==> src/rtl/delay_pkg.sv <==
// Shared definitions for the delay timer: FSM state encoding and a
// constant-evaluable ceiling log2 used to size the prescaler.
package delay_pkg;

  typedef enum logic {
    ST_IDLE = 1'b0,
    ST_RUN  = 1'b1
  } st_t;

  // Ceiling log2; returns 0 for v <= 1.
  function automatic int clog2(input int v);
    int r;
    int x;
    r = 0;
    x = v - 1;
    while (x > 0) begin
      r = r + 1;
      x = x >> 1;
    end
    return r;
  endfunction

endpackage

==> src/rtl/delay_timer_if.sv <==
// Control/status bundle between a protocol FSM (master) and the delay
// timer (slave).
// Handshake: there is no ready/valid pair. The timer samples start, stop,
// count_in and periodic on every rising clk edge; a start is a one-cycle
// request, and the outcome of that edge is reported one cycle later by the
// single-cycle pulses rdy (expiry), miss (start rejected) or err (count 0).
interface delay_timer_if #(
  parameter int WIDTH = 16
);
  import delay_pkg::*;

  logic             start;
  logic [WIDTH-1:0] count_in;
  logic             periodic;
  logic             stop;
  logic             rdy;
  logic             busy;
  logic             miss;
  logic             err;
  logic [WIDTH-1:0] remaining;
  logic [WIDTH-1:0] period_o;
  st_t              state;

  modport master (
    output start, count_in, periodic, stop,
    input  rdy, busy, miss, err, remaining, period_o, state
  );

  modport slave (
    input  start, count_in, periodic, stop,
    output rdy, busy, miss, err, remaining, period_o, state
  );

endinterface

==> src/rtl/delay_prescaler.sv <==
// Clock prescaler: tick is high one clock out of every PRESCALE clocks.
// With PRESCALE=1 tick is constantly high.
module delay_prescaler
  import delay_pkg::*;
#(
  parameter int PRESCALE = 1
) (
  input  logic clk,
  input  logic rst,
  input  logic clr,
  output logic tick
);

  localparam int PW = (clog2(PRESCALE) < 1) ? 1 : clog2(PRESCALE);
  localparam logic [PW-1:0] LAST = PW'(PRESCALE - 1);

  logic [PW-1:0] r_cnt;

  // Count 0..PRESCALE-1, restarting from 0 on reset or clear.
  always_ff @(posedge clk) begin
    if (rst || clr) begin
      r_cnt <= '0;
    end else if (r_cnt == LAST) begin
      r_cnt <= '0;
    end else begin
      r_cnt <= r_cnt + 1'b1;
    end
  end

  assign tick = (PRESCALE == 1) ? 1'b1 : (r_cnt == LAST);

endmodule

==> src/rtl/delay_timer.sv <==
// Programmable one-shot / periodic delay timer with optional retrigger,
// abort, prescaler and status pulses.
module delay_timer
  import delay_pkg::*;
#(
  parameter int WIDTH         = 16,
  parameter int DEFAULT_COUNT = 10,
  parameter int PRESCALE      = 1,
  parameter int RETRIGGER     = 0
) (
  input  logic          clk,
  input  logic          rst,
  delay_timer_if.slave  bus
);

  st_t              r_state;
  logic [WIDTH-1:0] r_counter;
  logic [WIDTH-1:0] r_period;
  logic             r_mode;
  logic             r_rdy;
  logic             r_miss;
  logic             r_err;

  logic w_tick;
  logic w_zero_cnt;
  logic w_expire;
  logic w_accept;
  logic w_reload;
  logic w_clr;

  assign w_zero_cnt = (bus.count_in == '0);
  assign w_expire   = (r_state == ST_RUN) && w_tick && (r_counter == WIDTH'(1));
  // A start is taken from IDLE, always when retriggerable, and on a one-shot
  // expiry edge so back-to-back intervals need no idle gap.
  assign w_accept   = !bus.stop && bus.start && !w_zero_cnt &&
                      ((r_state == ST_IDLE) || (RETRIGGER != 0) ||
                       (w_expire && !r_mode));
  assign w_reload   = !bus.stop && w_expire && r_mode;
  assign w_clr      = bus.stop || w_accept || w_reload;

  delay_prescaler #(
    .PRESCALE (PRESCALE)
  ) u_prescaler (
    .clk  (clk),
    .rst  (rst),
    .clr  (w_clr),
    .tick (w_tick)
  );

  // Main FSM: load, count down, expire/reload, abort; pulses default low.
  always_ff @(posedge clk) begin
    if (rst) begin
      r_state   <= ST_IDLE;
      r_counter <= '0;
      r_period  <= WIDTH'(DEFAULT_COUNT);
      r_mode    <= 1'b0;
      r_rdy     <= 1'b0;
      r_miss    <= 1'b0;
      r_err     <= 1'b0;
    end else begin
      r_rdy  <= 1'b0;
      r_miss <= 1'b0;
      r_err  <= 1'b0;
      if (bus.stop) begin
        r_state   <= ST_IDLE;
        r_counter <= '0;
      end else if (w_accept) begin
        r_rdy     <= w_expire;
        r_state   <= ST_RUN;
        r_counter <= bus.count_in;
        r_period  <= bus.count_in;
        r_mode    <= bus.periodic;
      end else begin
        if (bus.start && w_zero_cnt) begin
          r_err <= 1'b1;
        end else if (bus.start && (r_state == ST_RUN)) begin
          r_miss <= 1'b1;
        end
        if ((r_state == ST_RUN) && w_tick) begin
          if (w_expire) begin
            r_rdy <= 1'b1;
            if (r_mode) begin
              r_counter <= r_period;
            end else begin
              r_counter <= '0;
              r_state   <= ST_IDLE;
            end
          end else begin
            r_counter <= r_counter - 1'b1;
          end
        end
      end
    end
  end

  assign bus.rdy       = r_rdy;
  assign bus.miss      = r_miss;
  assign bus.err       = r_err;
  assign bus.busy      = (r_state == ST_RUN);
  assign bus.remaining = r_counter;
  assign bus.period_o  = r_period;
  assign bus.state     = r_state;

endmodule

==> src/flat_wrapper.sv <==
// flat-port wrapper written by rule: the top's interface ports become plain ports
module delay_timer_flat import delay_pkg::*;
#(
  parameter int WIDTH         = 16,
  parameter int DEFAULT_COUNT = 10,
  parameter int PRESCALE      = 1,
  parameter int RETRIGGER     = 0
)
  (clk, rst, bus_start, bus_count_in, bus_periodic, bus_stop, bus_rdy, bus_busy, bus_miss, bus_err, bus_remaining, bus_period_o, bus_state);
  delay_timer_if #(.WIDTH(WIDTH)) bus_i ();
  input  logic clk;
  input  logic rst;
  input wire logic [$bits(bus_i.start)-1:0] bus_start;
  input wire logic [$bits(bus_i.count_in)-1:0] bus_count_in;
  input wire logic [$bits(bus_i.periodic)-1:0] bus_periodic;
  input wire logic [$bits(bus_i.stop)-1:0] bus_stop;
  output wire logic [$bits(bus_i.rdy)-1:0] bus_rdy;
  output wire logic [$bits(bus_i.busy)-1:0] bus_busy;
  output wire logic [$bits(bus_i.miss)-1:0] bus_miss;
  output wire logic [$bits(bus_i.err)-1:0] bus_err;
  output wire logic [$bits(bus_i.remaining)-1:0] bus_remaining;
  output wire logic [$bits(bus_i.period_o)-1:0] bus_period_o;
  output wire logic [$bits(bus_i.state)-1:0] bus_state;
  assign bus_i.start = bus_start;
  assign bus_i.count_in = bus_count_in;
  assign bus_i.periodic = bus_periodic;
  assign bus_i.stop = bus_stop;
  assign bus_rdy = bus_i.rdy;
  assign bus_busy = bus_i.busy;
  assign bus_miss = bus_i.miss;
  assign bus_err = bus_i.err;
  assign bus_remaining = bus_i.remaining;
  assign bus_period_o = bus_i.period_o;
  assign bus_state = bus_i.state;
  delay_timer #(.WIDTH(WIDTH), .DEFAULT_COUNT(DEFAULT_COUNT), .PRESCALE(PRESCALE), .RETRIGGER(RETRIGGER)) u_core (.clk(clk), .rst(rst), .bus(bus_i));
endmodule
==> config.mk <==
export PLATFORM = sky130hd
export DESIGN_NAME = delay_timer_flat
export DESIGN_NICKNAME = d
export VERILOG_FILES = /design/src/rtl/delay_pkg.sv /design/src/rtl/delay_timer_if.sv /design/src/rtl/delay_prescaler.sv /design/src/rtl/delay_timer.sv /design/src/flat_wrapper.sv
export SDC_FILE = /design/constraint.sdc
export NUM_CORES = 1
export LEC_CHECK = 0
export ABC_CLOCK_PERIOD_IN_PS = 5100
export CORE_MARGIN = 2
export CORE_UTILIZATION = 40
export CTS_CLUSTER_SIZE = 25
export DETAILED_ROUTE_END_ITERATION = 12
export PLACE_DENSITY_LB_ADDON = 0.25
export RECOVER_POWER = 50
export SLEW_MARGIN = 30
export SYNTH_ARGS = -nofsm -noshare
export SYNTH_HDL_FRONTEND = slang
export SYNTH_SLANG_ARGS = --single-unit
==> constraint.sdc <==
create_clock -name clk -period 5.1 [get_ports clk]
set_clock_uncertainty 0.1 [all_clocks]
set_input_delay 1.02 -clock clk [delete_from_list [all_inputs] [get_ports clk]]
set_output_delay 1.02 -clock clk [all_outputs]
set_load 0.03 [all_outputs]
# After elaboration in Yosys (flattened, before gate mapping)
# Index checks and enable logic that the tools add are counted.
# totals
reg_bits,37
input_bits,21
out_inout_bits,37
word_cells,41
# op_classes
addsub,1
n_eq_ne,1
n_mux,13
n_bitwise,2
n_reduce_logical,17
# op_table
op,count
16-bit 2-to-1 mux,4
16-bit by 1-bit equality test with 1-bit output (second input constant),1
16-bit zero test,1
16-bit by 1-bit subtractor with 16-bit output (second input constant),1
1-bit 2-to-1 mux,9
1-bit logical AND,7
4-bit OR reduction,1
1-bit zero test,3
3-bit OR reduction,1
1-bit inverter,2
2-bit AND reduction,1
2-bit nonzero test,1
2-bit OR reduction,1
1-bit logical OR,1

# Longest topological paths before layout
# Gate-level depths: netlist of run 1.
# logic_depth
ltp_word,6
depth_mapped,8
depth_no_buf,7

# Cells and area by module
# A second synthesis of run 1 with hierarchy kept.
# unflattened
hier_cells,256
hier_area_um2,1964.4
# by_module_without_submodules
module,n_inst,cells_per_inst,area_each_um2,seq_area_each_um2
delay_timer,1,254,1953.1,740.7
delay_prescaler,1,2,11.3,0.0

# Least setup slack after synthesis of run 1
# OpenSTA, ideal clock, no wires.
# synth_path
path_kind,input to register
start,in bus_count_in[11]
end,reg u_core.r_counter[6] (netlist: u_core.bus.remaining[6])
setup_ns,0.103
arrival_time_ns,2.729
required_time_ns,4.897
setup_slack_ns,2.168
cell_stages,6
n_path_buf,1
cell_sequence,or4_1 -> o41ai_4 -> or2_2 -> buf_6 -> nor3_1 -> a2111oi_2
# synth_via
elab_chain_cells,5
word_cells_on_any_way,6
cone_classes,mux (1); reduce/logical (5)
# synth_rtl
element,line_no,rtl
from (decl),flat_wrapper.sv:14,input wire logic [$bits(bus_i.count_in)-1:0] bus_count_in;
16-bit zero test (*),delay_timer.sv:31,assign w_zero_cnt = (bus.count_in == '0);
1-bit zero test (*),delay_timer.sv:35,assign w_accept = !bus.stop && bus.start && !w_zero_cnt &&
1-bit logical AND (*) (2 in series),delay_timer.sv:35,
16-bit 2-to-1 mux / 2-bit nonzero test (equally long branches),n/a,
to (signal assigned),delay_timer.sv:70,r_counter <= bus.count_in;
to (signal assigned),delay_timer.sv:83,r_counter <= r_period;
to (signal assigned),delay_timer.sv:89,r_counter <= r_counter - 1'b1;
to (decl),delay_timer.sv:17,logic [WIDTH-1:0] r_counter;
# Every way passes the cells marked *; elsewhere a longest branch is shown, timed or not.
# A chain may end at the register's enable or synchronous reset.

# Worst setup path after layout of run 1
# layout_path
start,in bus_count_in[11]
end,reg u_core.r_counter[3] (netlist: u_core.bus.remaining[3])
# The elaborated chain is that of the path after synthesis.

==> metrics.txt, run 1 <==
outcome=completed; #FFs+latches synth=37; CP required=5.17 ns; Min-Delay Path Depth=2; pre-CTS setup slack=1.26 ns; fin. max-slew vios=0; Max stage delay cell, worst path=or4_1; max cap viols=0; Die Width=76.3 um; Die ar.=0.00582 mm2; I/O Buffers=57; setup TNS=0 ns; Avg Cell Area, Syn=7.86 um2; Core Region=0.00507 mm2; max_slew headroom=43.2%; CTS tree=yes; CP endpoint kind=flop; ys flop type=dfxtp_1; CTS Sinks=37; share of power burned in combinational logic=27.4%; Initial Utilization=41.2%; Post-synth ARST share=0%; Hold WC Path Type=reg -> reg; CP bufs+invs=1; reg2reg path depth=5; Worst EP arrival=3.62 ns; part of the power in registers=45.2%; via/cell ratio=5.86; Max Root-Sink Buffers=2; antenna-violating nets left=0; Die H=76.3 um; Synth Cell Area=0.00209 mm2; Post-Syn Instances=266; peak supply drop=0.000179 V; RSZ-0062 raised after global routing=no; Routability Congestion=0.849; CP top delay family=simple AND/OR/NAND/NOR gates; Synthesis Warnings=0; antenna violations before repair=0; hold_buf cts=0; GR Util All Layers=21.2%; Rows=26; Setup-failing EPs final=0; Max Fclk=281 MHz; clock root cell=clkbuf_8; Post-CTS Repair Setup Buffers=0; critical setup path kind=in -> reg; Sw Ratio=32.0%; worst min-delay path endpoint=u_core.bus.period_o[11]$_SDFFE_PP0P_; Period minus WS final=3.55 ns; htree depth=2; Seq/Total Area, Yosys=35.4%; clk_lat worst skew=0.28 ns; post-layout util=54.3%; antenna fix cells=0; clock network power share=27.4%; Synth cell types=47; vias in the first global route=2,017; syn nets=289; total number of vias=2,231; R2R Path Start=u_core.bus.remaining[11]$_SDFFE_PP0P_; Detail Placement HPWL=4500 um; fillers=505; Final #Nets=333; Post-CTS Resized=0; EDFF count, synth=0; pin count of the biggest net entering global routing=32; Pleak=1.02 nW; gr ovfl total=0; Final Hold Fails=0; final worst setup slack=1.55 ns; Worst-Margin Slew=0.852 ns; Reg clk slew, reported paths=0.07 ns; sw power=0.226 mW; # IOs=58; DRC=0; layout cells sized above 1=5.79%; final wirelength=6210 um; Register-to-Register Setup Slack=1.79 ns; first-pass GRT wire length=10,000 um; cells along the critical path=clkdlybuf4s50_1, or4_1, o41ai_4, or2_2, nor3_1, a2111oi_1; crit path launch type=input pin; Power Internal=0.481 mW; TritonCTS buffer count=5; post-DR wirelength/cell=16.3 um; reg2reg end=u_core.bus.remaining[9]$_SDFFE_PP0P_; Area Overhead vs Synth=31.8%; Final period util=69.7%; pwr dens=257 mW/mm2; total power=0.707 mW; Critical Path Fanout Max=31; max incr delay on CP=0.62 ns; min-delay src=u_core.bus.period_o[11]$_SDFFE_PP0P_; first-pass iteration count of the detailed router=4; Detailed Route Iter0 Violations=178
## power groups by stage
| stage | registers [mW] | logic (mW) | clock network (mW) |
|---|---|---|---|
| 2_1_floorplan | 0.345 | 0.109 | 0 |
| 3_3_place_gp | 0.327 | 0.195 | 0 |
| 3_5_place_dp | 0.327 | 0.195 | 0 |
| 4_1_cts | 0.320 | 0.196 | 0.199 |
| 5_1_grt | 0.322 | 0.210 | 0.211 |
| 6_report | 0.320 | 0.194 | 0.194 |
## per-layer routing
layer / global-route usage, % / vias up / part of all wire, %
met5: 0 / - / 0
met4: 8.91 / 0 / 2.6
met3: 6.16 / 15 / 8.0
met2: 29.6 / 90 / 42
met1: 30.3 / 1041 / 47
li1: - / 1085 / -
## worst min-delay path, cell delays in order, from the launching register on
cell	delay, ns
dfxtp_1	0.32
o21ai_0	0.07
a21oi_1	0.06
## registers in the layout (all words and copies together), names as in the netlist
register / flops
u_core.bus.busy: 1
u_core.bus.err: 1
u_core.bus.miss: 1
u_core.bus.period_o: 16
u_core.bus.rdy: 1
u_core.bus.remaining: 16
u_core.r_mode: 1
## metrics by stage
| stage | instance area [um2] | std cells | hold WS [ns] |
|---|---|---|---|
| 2_1_floorplan | 2090 | 266 | 0.514 |
| 3_3_place_gp | 2660 | 372 | 0.385 |
| 3_5_place_dp | 2660 | 372 | 0.388 |
| 4_1_cts | 2740 | 380 | 0.398 |
| 5_1_grt | 2750 | 381 | 0.423 |
| 6_report | 2750 | 381 | 0.394 |
## synthesized netlist by cell type (all sizes together) (6+ instances only)
cell / n / area share, %
dfxtp: 37 / 35
o21ai: 30 / 7.4
a21oi: 26 / 6.2
nand3: 26 / 6.2
clkbuf: 15 / 2.7
nor2: 15 / 2.7
nand2: 13 / 2.3
nor3: 13 / 3.1
xnor2: 10 / 4.2
buf: 9 / 2.5
and3: 7 / 2.1
nand4: 6 / 1.8
nor4: 6 / 1.8
## final cells by class
cell class	count	area, um2	share of cell area, %
multi-input combinational	200	1220	44.4
sequential	37	741	26.9
timing repair buffer	61	604	21.9
clock buffer	8	80.1	2.91
inverter	5	18.8	0.682
tap	70	87.6	3.18
## cell families (layout without fill, tap and decap cells)
family,count (synthesis),in the layout,share of synthesized area (%)
flops,37,37,35.4
compound gates,85,85,26.8
xor+xnor,11,11,4.61
fa+ha+maj,2,2,1.20
simple gates,102,102,25.9
buf+inv,29,74,6.05
## worst max path at each step
stage | from | endpoint | slack (ns) | cells past startpoint
floorplan | bus_count_in[11] | u_core.bus.remaining[6]$_SDFFE_PP0P_ | 2.17 | 6
global placement | bus_count_in[8] | u_core.bus.remaining[3]$_SDFFE_PP0P_ | 1.35 | 6
detailed placement | bus_count_in[11] | u_core.bus.remaining[3]$_SDFFE_PP0P_ | 1.26 | 6
CTS | bus_count_in[11] | u_core.bus.remaining[3]$_SDFFE_PP0P_ | 1.55 | 6
global route | bus_count_in[11] | u_core.bus.remaining[6]$_SDFFE_PP0P_ | 1.44 | 6
finish | bus_count_in[11] | u_core.bus.remaining[3]$_SDFFE_PP0P_ | 1.55 | 6
## cells in the final DEF, fill, tap and decap left out, types with 4 or more instances in the layout
master	n
and3_1	7
clkdlybuf4s50_1	20
o221ai_1	4
a31oi_1	5
dfxtp_1	37
dlygate4sd3_1	37
nor3_1	13
or4_1	4
inv_1	5
a21oi_1	26
nor2_1	15
nor4_1	6
o21ai_0	28
xnor2_1	10
nand3_1	26
nand4_1	6
nand2_1	13
a211oi_1	4
clkbuf_8	5
No activity file was read; power rests on OpenSTA's default activity.
==> run 2: changes to the inputs <==
Settings changed: ABC_CLOCK_PERIOD_IN_PS 5100 to 3460.
Clock period 5.1 ns to 3.46 ns, I/O delays scaled along.
==> run 2 against run 1 <==
Against the previous run:
- total power rose by 50%
- largest cell class unchanged
- combinational power rose by 52%
- critical path type unchanged
- cell area rose by 2.0%
- register-to-register slack got worse by 1.0 ns
- via count rose by 2.0%
- sequential power rose by 47%
- clock-buffer cell count did not move
- critical endpoint is now u_core.bus.remaining[11]$_SDFFE_PP0P_
==> metrics.txt, run 2 (synthesis results as in run 1) <==
most frequent cells in the layout=dfxtp_1 (37), dlygate4sd3_1 (35), o21ai_0 (28); outcome=completed; Hold WC Path Type=reg -> reg; Worst-Margin Slew=0.946 ns; Detailed Route Iter0 Violations=219; Worst EP arrival=3.10 ns; hold_buf cts=0; FF+latch area=741 um2; Max Root-Sink Buffers=2; Worst Setup EP=u_core.bus.remaining[11]$_SDFFE_PP0P_; final wirelength=6440 um; antenna violations before repair=0; Initial Utilization=41.2%; dpl cell area=0.00273 mm2; max_slew headroom=36.9%; Final Hold Fails=0; peak supply drop=0.000173 V; CTS Sinks=37; fin. max-slew vios=0; Pleak=1.05 nW; CP endpoint kind=flop; Setup-failing EPs final=0; clk_lat worst skew=0.29 ns; Period minus WS final=2.99 ns; max cap viols=0; Rows=26; reg2reg path depth=8; critical setup path kind=in -> reg; Layout Cell Area excl Fill=0.00281 mm2; GR Util All Layers=23.0%; Critical Path Fanout Max=10; clock root cell=clkbuf_8; I/O Buffers=57; CTS tree=yes; CP Launch Point=bus_count_in[11]; Post-CTS Resized=0; htree depth=2; Routability Congestion=0.872; via/cell ratio=5.85; Post-CTS Repair Setup Buffers=0; # IOs=58; R2R Path Start=u_core.bus.remaining[1]$_SDFFE_PP0P_; crit path launch type=input pin; first-pass iteration count of the detailed router=5; Non-Filler Instances=389; post-DR wirelength/cell=16.6 um; total number of vias=2,276; most common cell after layout, fill and taps aside=dfxtp_1; Register-to-Register Setup Slack=0.75 ns; Reg clk slew, reported paths=0.07 ns; Die Width=76.3 um; Die H=76.3 um; Max Fclk=334 MHz; Final #Nets=341; pwr dens=376 mW/mm2; gr ovfl total=0; setup TNS=0 ns; DRC=0; fillers=509; RSZ-0062 raised after global routing=no; antenna fix cells=0; footprint of the multi-input gates=0.00122 mm2; layout cells sized above 1=8.15%; first-pass GRT wire length=10,900 um; antenna-violating nets left=0; CP required=3.57 ns; TritonCTS buffer count=5; vias in the first global route=2,169; Die ar.=0.00582 mm2; Area Overhead vs Synth=34.5%; placed cell count=381; Final period util=86.4%; Core Region=0.00507 mm2; reg2reg end=u_core.bus.remaining[3]$_SDFFE_PP0P_; pin count of the biggest net entering global routing=32; Detail Placement HPWL=4710 um
run 2: changes by cell type in the layout (fill, tap and decap cells not counted), sizes merged:
| cell | previous run | this run |
|---|---|---|
| clkdlybuf4s50 | 20 | 22 |
| dlygate4sd3 | 37 | 35 |
| buf | 4 | 12 |
run 2: worst min-delay path by stage:
stage | from | to | slack [ns] | cells past startpoint
2_1_floorplan | u_core.bus.period_o[8]$_SDFFE_PP0P_ | u_core.bus.period_o[8]$_SDFFE_PP0P_ | 0.51 | 2
3_3_place_gp | u_core.bus.period_o[0]$_SDFFE_PP0P_ | u_core.bus.period_o[0]$_SDFFE_PP0P_ | 0.38 | 2
3_5_place_dp | u_core.bus.period_o[5]$_SDFFE_PP0P_ | u_core.bus.period_o[5]$_SDFFE_PP0P_ | 0.39 | 2
4_1_cts | u_core.bus.period_o[0]$_SDFFE_PP0P_ | u_core.bus.period_o[0]$_SDFFE_PP0P_ | 0.40 | 2
5_1_grt | u_core.bus.period_o[7]$_SDFFE_PP0P_ | u_core.bus.period_o[7]$_SDFFE_PP0P_ | 0.44 | 2
6_report | u_core.bus.period_o[15]$_SDFFE_PP0P_ | u_core.bus.period_o[15]$_SDFFE_PP0P_ | 0.39 | 2
run 2: routing by layer:
metal	track usage [%]	vias up	part of all wire, %
li1	-	1100	-
met1	32.7	1036	45
met2	34.0	126	44
met3	5.09	14	8.6
met4	9.09	0	2.0
met5	0	-	0
run 2: final cells by class:
| type | instances | area share, % |
|---|---|---|
| Multi-Input combinational cell | 200 | 43.5 |
| Sequential cell | 37 | 26.4 |
| Clock buffer | 8 | 2.85 |
| Timing Repair Buffer | 69 | 23.5 |
| Tap cell | 70 | 3.12 |
| Inverter | 5 | 0.668 |
run 2: where the power goes:
part | total (mW) | internal, mW | switching (mW)
combinational | 0.294 | 0.126 | 0.168
clock | 0.291 | 0.143 | 0.148
sequential | 0.472 | 0.445 | 0.0271
total | 1.06 | 0.715 | 0.343
run 2: per-stage QoR:
stage | utilization (%) | total power, mW | setup slack (ns) | hold slack, ns
after floorplan | - | 0.670 | 0.856 | 0.514
after global placement | 53.8 | 0.777 | 0.359 | 0.383
after detailed placement | 53.8 | 0.779 | 0.332 | 0.385
after CTS | 55.4 | 1.07 | 0.624 | 0.401
after global routing | 55.4 | 1.11 | 0.340 | 0.441
final | 55.4 | 1.06 | 0.470 | 0.395
run 2: critical path, stage by stage:
cell           delay (ns)
dlygate4sd3_1        0.55
or4_1                0.62
o41ai_4              0.37
or2_2                0.28
buf_4                0.21
o221ai_2             0.11
a311oi_1             0.27
==> run 3: changes to the inputs <==
Settings changed: DONT_BUFFER_PORTS from default to 1.
==> run 3 against run 2 <==
Against the previous run:
- final cell count down 16%
- combinational power down 35%
- sequential cell count unchanged
- sequential power up 7.8%
- clock-buffer cell count down 1
- critical path depth down 1
- worst setup slack better by 0.081 ns
- utilization down 12 points
- first-iteration DRC count down 6.4%
- maximum frequency up 2.8%
- via count down 9.8%
==> metrics.txt, run 3 (synthesis results as in run 1) <==
crit path launch type=flop; Max stage delay cell, worst path=nor4_1; Hold WC Path Type=in -> reg; clock root cell=clkbuf_8; Core Region=0.00507 mm2; Initial Utilization=41.2%; layout cells sized above 1=8.98%; Max Fclk=344 MHz; most common cell after layout, fill and taps aside=dfxtp_1; via/cell ratio=6.30; Rows=26; Critical Path Fanout Max=21; Area Overhead vs Synth=5.69%; Max Root-Sink Buffers=2; setup TNS=0 ns; CTS tree=yes; first-pass iteration count of the detailed router=4; GR Util All Layers=22.3%; R2R Path Start=u_core.bus.remaining[11]$_SDFFE_PP0P_; Detail Placement HPWL=4600 um; peak supply drop=0.000221 V; outcome=completed; Post-CTS Repair Setup Buffers=0; max cap viols=0; first-pass GRT wire length=10,400 um; pwr dens=460 mW/mm2; Layout Cell Area excl Fill=0.00221 mm2; Worst-Margin Slew=1.22 ns; min-delay src=rst; CP bufs+invs=1; total power=1.02 mW; post-DR wirelength/cell=19.5 um; RSZ-0062 raised after global routing=no; worst min-delay path endpoint=u_core.bus.period_o[5]$_SDFFE_PP0P_; antenna violations before repair=0; dpl cell area=0.00212 mm2; max_slew headroom=18.8%; Pleak=0.725 nW; Reg clk slew, reported paths=0.07 ns; gr ovfl total=0; Period minus WS final=2.91 ns; CTS Sinks=37; hold_buf cts=0; Routability Congestion=0.824; post-layout util=43.5%; clk_lat worst skew=0.29 ns; antenna fix cells=0; CP endpoint kind=flop; Die H=76.3 um; cells along the critical path=nor4_1, nand4_1, o21ai_1, buf_4, a21boi_1, a2111oi_2; Final Hold Fails=0; htree depth=2; Worst EP arrival=3.00 ns; Final #Nets=279; Final period util=84.1%; most frequent cells in the layout=dfxtp_1 (37), o21ai_0 (28), nand3_1 (26), a21oi_1 (26), nor2_1 (14); DRC=0; vias in the first global route=1,940; pin count of the biggest net entering global routing=32; # IOs=58; WP depth=6; Register-to-Register Setup Slack=0.55 ns; Die Width=76.3 um; fin. max-slew vios=0; I/O Buffers=0; worst hold slack=0.356 ns; TritonCTS buffer count=5; reg2reg end=u_core.bus.remaining[9]$_SDFFE_PP0P_; total number of vias=2,053; CP top delay family=simple AND/OR/NAND/NOR gates; Detailed Route Iter0 Violations=205; Min-Delay Path Depth=1; Post-CTS Resized=0; Die ar.=0.00582 mm2; reg2reg path depth=6; Setup-failing EPs final=0; CP required=3.55 ns; antenna-violating nets left=0; critical setup path kind=reg -> reg; max incr delay on CP=0.67 ns; final wirelength=6340 um
## run 3: worst max-delay path by stage
stage	from	end	slack [ns]
after floorplan	bus_count_in[11]	u_core.bus.remaining[6]$_SDFFE_PP0P_	0.86
after global placement	bus_count_in[11]	u_core.bus.remaining[3]$_SDFFE_PP0P_	0.52
after detailed placement	bus_count_in[0]	u_core.bus.remaining[3]$_SDFFE_PP0P_	0.42
after CTS	u_core.bus.remaining[11]$_SDFFE_PP0P_	u_core.bus.remaining[3]$_SDFFE_PP0P_	0.47
after global routing	u_core.bus.remaining[11]$_SDFFE_PP0P_	u_core.bus.remaining[9]$_SDFFE_PP0P_	0.31
final	u_core.bus.remaining[11]$_SDFFE_PP0P_	u_core.bus.remaining[9]$_SDFFE_PP0P_	0.55
## run 3: per-stage QoR
step,std cells,setup slack (ns)
after CTS,326,0.473
after global routing,326,0.309
after global placement,319,0.516
final,326,0.551
after detailed placement,319,0.425
after floorplan,266,0.856
## run 3: per-layer routing
layer | up-vias | global-route usage [%] | wire, um
li1 | 976 | - | -
met1 | 965 | 30.4 | 2760
met2 | 102 | 32.7 | 2800
met3 | 10 | 6.99 | 678
met4 | 0 | 9.09 | 108
met5 | - | 0 | 0
## run 3: final cells by class
| cell class | instances | area, um2 |
|---|---|---|
| clock buffers | 7 | 86.3 |
| fillers | 550 | 2870 |
| inverters | 5 | 18.8 |
| multi-input cells | 200 | 1230 |
| flip-flops and latches | 37 | 741 |
| well taps | 70 | 87.6 |
| repair buffers | 7 | 48.8 |
## run 3: worst register-to-register path, stage by stage, from the launching register on
cell and delay [ns]:
dfxtp_1 0.46, nor4_1 0.68, nand4_1 0.46, o21ai_1 0.24
buf_4 0.28, a21boi_1 0.18, a2111oi_2 0.41
## run 3: report_power, final
group	internal, mW	switching [mW]
registers	0.445	0.0643
clock network	0.158	0.155
logic	0.0788	0.114
total	0.682	0.333
